### src/rtl/regfile_wr_arbiter.sv
`default_nettype none
// ============================================================================
// Module   : regfile_wr_arbiter
// Function : Zero-fills the register file after reset, then arbitrates ALU (A)
//            and load (B) writebacks round-robin onto the registered write port.
// Option   : REGFILE_BYPASS_EN adds write-to-read forwarding on two read ports.
// Revision : 1.0
// ============================================================================
module regfile_wr_arbiter #(
   parameter int NUM_REGS = 32,
   parameter int AW       = 5,
   parameter int DW       = 32
) (
   input  logic          clk,
   input  logic          rst_n,
`ifdef REGFILE_BYPASS_EN
   input  logic [AW-1:0] raddr1,
   input  logic [AW-1:0] raddr2,
   input  logic [DW-1:0] rf_dout1,
   input  logic [DW-1:0] rf_dout2,
   output logic [DW-1:0] fwd_dout1,
   output logic [DW-1:0] fwd_dout2,
`endif
   input  logic          a_valid,
   output logic          a_ready,
   input  logic [AW-1:0] a_addr,
   input  logic [DW-1:0] a_data,
   input  logic          b_valid,
   output logic          b_ready,
   input  logic [AW-1:0] b_addr,
   input  logic [DW-1:0] b_data,
   output logic          wr,
   output logic [AW-1:0] waddr,
   output logic [DW-1:0] din,
   output logic          init_done
);

   typedef enum logic [0:0] {
      S_INIT = 1'b0,
      S_RUN  = 1'b1
   } state_t;

   localparam logic          C_RR_A     = 1'b0;
   localparam logic          C_RR_B     = 1'b1;
   localparam logic [AW:0]   C_LAST_CNT = (AW + 1)'(NUM_REGS - 1);

   state_t          state_q, state_d;
   logic [AW:0]     cnt_q, cnt_d;
   logic            rr_q, rr_d;
   logic            wr_q, wr_d;
   logic [AW-1:0]   waddr_q, waddr_d;
   logic [DW-1:0]   din_q, din_d;
   logic            init_done_q, init_done_d;

   logic            grant_a, grant_b;
   logic            hs_a, hs_b;

   // Ready is also gated by rst_n so no handshake can complete on a reset edge.
   assign grant_a = a_valid && (!b_valid || (rr_q == C_RR_A));
   assign grant_b = b_valid && (!a_valid || (rr_q == C_RR_B));
   assign a_ready = rst_n && (state_q == S_RUN) && grant_a;
   assign b_ready = rst_n && (state_q == S_RUN) && grant_b;
   assign hs_a    = a_valid && a_ready;
   assign hs_b    = b_valid && b_ready;

   always_comb begin
      state_d     = state_q;
      cnt_d       = cnt_q;
      rr_d        = rr_q;
      wr_d        = 1'b0;
      waddr_d     = waddr_q;
      din_d       = din_q;
      init_done_d = init_done_q;
      unique case (state_q)
         S_INIT: begin
            wr_d    = 1'b1;
            waddr_d = cnt_q[AW-1:0];
            din_d   = '0;
            cnt_d   = cnt_q + 1'b1;
            if (cnt_q == C_LAST_CNT) begin
               state_d     = S_RUN;
               init_done_d = 1'b1;
            end
         end
         S_RUN: begin
            if (hs_a) begin
               wr_d    = (a_addr != '0);
               waddr_d = a_addr;
               din_d   = a_data;
               rr_d    = C_RR_B;
            end else if (hs_b) begin
               wr_d    = (b_addr != '0);
               waddr_d = b_addr;
               din_d   = b_data;
               rr_d    = C_RR_A;
            end
         end
         default: state_d = S_INIT;
      endcase
   end

   always_ff @(posedge clk) begin
      if (!rst_n) begin
         state_q     <= S_INIT;
         cnt_q       <= '0;
         rr_q        <= C_RR_A;
         wr_q        <= 1'b0;
         waddr_q     <= '0;
         din_q       <= '0;
         init_done_q <= 1'b0;
      end else begin
         state_q     <= state_d;
         cnt_q       <= cnt_d;
         rr_q        <= rr_d;
         wr_q        <= wr_d;
         waddr_q     <= waddr_d;
         din_q       <= din_d;
         init_done_q <= init_done_d;
      end
   end

   assign wr        = wr_q;
   assign waddr     = waddr_q;
   assign din       = din_q;
   assign init_done = init_done_q;

`ifdef REGFILE_BYPASS_EN
   // Covers the cycle between a write appearing on the port and its commit.
   assign fwd_dout1 = (wr_q && (waddr_q == raddr1) && (raddr1 != '0)) ? din_q : rf_dout1;
   assign fwd_dout2 = (wr_q && (waddr_q == raddr2) && (raddr2 != '0)) ? din_q : rf_dout2;
`endif

endmodule
`default_nettype wire
### config.mk
export PLATFORM = sky130hd
export DESIGN_NAME = regfile_wr_arbiter
export DESIGN_NICKNAME = d
export VERILOG_FILES = /design/src/rtl/regfile_wr_arbiter.sv
export SDC_FILE = /design/constraint.sdc
export NUM_CORES = 1
export LEC_CHECK = 0
export ABC_AREA = 1
export CORE_MARGIN = 2
export CORE_UTILIZATION = 41
export DETAILED_ROUTE_END_ITERATION = 8
export GPL_TIMING_DRIVEN = 0
export PLACE_DENSITY = 0.9
export SLEW_MARGIN = 20
export SYNTH_ARGS = -nofsm -noshare
export SYNTH_HDL_FRONTEND = slang
export SYNTH_SLANG_ARGS = --single-unit
### constraint.sdc
create_clock -name clk -period 1.4 [get_ports clk]
set_input_delay 0.28 -clock clk [delete_from_list [all_inputs] [get_ports clk]]
set_output_delay 0.28 -clock clk [all_outputs]
set_load 0.01 [all_outputs]
==> results.md <==
* Min Tclk post-route at approximately 1.4 ns
* Sequential element share of the synthesized area at between 30 and 40%
* PwrDens at 621 nW/um^2
* Routed wire length at between 7 and 8 mm
* # clock sinks at 47
* Post-CTS Hold Buffers at 0
* Final setup margin at between 0.008 and 0.009 ns
* Worst min-delay path category: reg2reg
* Global Route Usage Sum at 22.2%
* Peak supply drop at 0.000402 V
* Critical hold path startpoint: din[19]
* Clock Tree Root: clkbuf_8
* Crit start category: register
* Worst setup path startpoint: state_q
* DRC at 0
* Antenna violations before repair at 0
* Crit-path max FO at 10
* First-pass GRT wire length at around 12 mm
* Max clock buf depth at 2
* Share of cells above drive strength 1 at 10.1%
* Core area at between 5000 and 6000 um^2
* # rows at 28
* Post-Syn Area at between 2000 and 3000 um^2
* Clock transition at path regs at 0.08 ns
* Kind of critical path: reg2reg
* IO Pins at between 100 and 150
* Antenna-violating nets left at 0
* Period utilisation layout at between 90% and 100%
* Commonest non-fill, non-tap cell in the layout: nand2_1
* CP max-delay cell: dfxtp_4
* Synth Net Count at 477
* Reg area at roughly 950 um^2
* GRT Residual Overflow at 0
* Die width at between 80 and 90 um
* Critical path data required time at between 1.5 and 2 ns
* Fin. Hold Viols at 0
* Synth-to-Final Area Change at 58.9%
* Pleak at around 0.0020 uW
* Final setup violating endpoints at 0
* Max_cap viols at 0
* Top cells by area, synth: dfxtp_1, nand2_1, inv_1
* Fin util at about 67%
* Max Clk Rate at 0.719 GHz
* EDFF count, synth at 0
* Diodes inserted at 0
* Average wire per cell in the routed design at around 12 um
* Worst-path cell chain: buf_4 > inv_4 > nand2_2 > nor3_4 > xor2_1 > nor2_1
* RSZ-0062 raised after global routing: yes
* Highest-count cells in the layout ignoring fill and taps: nand2_1, inv_1, clkdlybuf4s50_1, dfxtp_1, nand3_1
* DRT Pass-1 Iters at 4
* Signal arrival time at the worst endpoint at roughly 1.6 ns
* CTS tree: done
* Initial Util at 42.3%
* Dpl hpwl at ~5.4 mm
* Initial drt markers at 94
* Vias in the first global route at 2678
* Largest net degree at the start of global routing at 13
* Dominant synthesized flop cell: dfxtp_1
* IO Port Bufs at 118
* Top-area cell type share of the netlist area at between 30% and 40%
* Via density at about 4.7
* Die Height at approximately 80 um
* Critical Path End Type: register
* Reg-to-reg startpoint: state_q
* Pre-CTS WS at -0.949 ns
* Multi-input gate area at between 1000 and 1500 um^2
* Max-slew violations at 0
* Post-Synthesis Cells at a little under 400
* Worst slew margin at between 60% and 70%
* #FFs+latches synth at 47
* Status: completed
* Total of warnings raised by yosys at 0
* Gpl congestion at a little under 0.9
* H-tree depth at 2
* CTS buffer count at 5
* Number of distinct library cells after synthesis at 22
* Worst slew pin tran at 0.503 ns
* Max incr delay on CP at 0.38 ns
* Die area at just under 7000 um^2
* Synth area leader: dfxtp_1
* Nets@finish at a little over 600
* Filler cells at roughly 520
* Async SR Flop Fraction at 0%
* Vias at about 2800
* Syn Area/Cell at 6.29 um^2
* Clock skew at between 0.01 and 0.015 ns
* Worst-skew pair later-pin latency at around 0.3 ns
[layout make-up]
| class | instances | area share (%) |
|---|---|---|
| multi-input cells | 241 | 28.5 |
| well taps | 75 | 2.36 |
| inverters | 92 | 8.80 |
| clock buffers | 6 | 1.82 |
| repair buffers | 132 | 30.9 |
| flip-flops and latches | 47 | 23.8 |
| plain buffers | 18 | 3.80 |
[cells in the mapped netlist (2+ instances only)]
library cell and number:
nand4_1 4, a21oi_1 37, buf_2 7, o21ai_0 4, nor2_1 24, a21oi_2 2, buf_6 7, nand2_2 2
dfxtp_1 47, nor2_4 2, nand3_1 46, nand2_1 113, inv_1 91, clkbuf_1 3, nor3_1 2
[sequential cells by signal (all words and copies together), names as in the netlist]
signal	count
cnt_q	6
din	32
init_done	1
rr_q	1
state_q	1
waddr	5
wr	1
[worst paths after layout]
check | endpoint | slack [ns] | depth (start not counted)
min | din[19] | 0.46 | 2
max reg2reg | cnt_q[3] | 0.009 | 6
min reg2reg | din[19] | 0.46 | 2
max | cnt_q[3] | 0.009 | 6
[logic make-up after synthesis]
logic type,count (synthesis),share of synthesized area (%)
xor+xnor,1,0.350
flops,47,37.6
compound gates,44,9.19
fa+ha+maj,1,0.499
buf+inv,110,19.1
simple gates,195,33.3
[stage by stage]
stage          hold slack, ns  cells  area (um^2)  setup TNS [ns]  power [uW]
2_1_floorplan           0.473    398         2500               0        1500
3_3_place_gp            0.448    591         3780          -20.47        1750
3_5_place_dp            0.455    591         3780          -21.70        1750
4_1_cts                 0.464    607         3920               0        2470
5_1_grt                 0.486    611         3980         -0.0738        2580
6_report                0.458    611         3980               0        2470
[report_power, final]
group          switching, uW  internal, uW  total, uW
logic                    132           238        370
registers               9.83          1350       1360
clock network            414           333        748
total                    556          1920       2470
[critical path, delay by kind of cell, from the launching register on]
kind	cells	cell delay (ns)
buffers and inverters	2	0.25
DFF	1	0.38
and+or+nand+nor	3	0.39
xor gates and xnor gates	1	0.25
[metal layers]
metal / routed length [um] / track usage [%] / share of wire, %
met2: 3820 / 41.6 / 51
met5: 0 / 0 / 0
met3: 497 / 5.43 / 6.6
met1: 3110 / 25.2 / 41
met4: 76 / 5.17 / 1.0
[repair_timing]
item,in CTS,in global routing
buffers inserted,10,4
pin swaps,3,3
resized for setup,66,12
endpoints found under the setup margin,79,34
No activity file was read; power rests on OpenSTA's default activity.
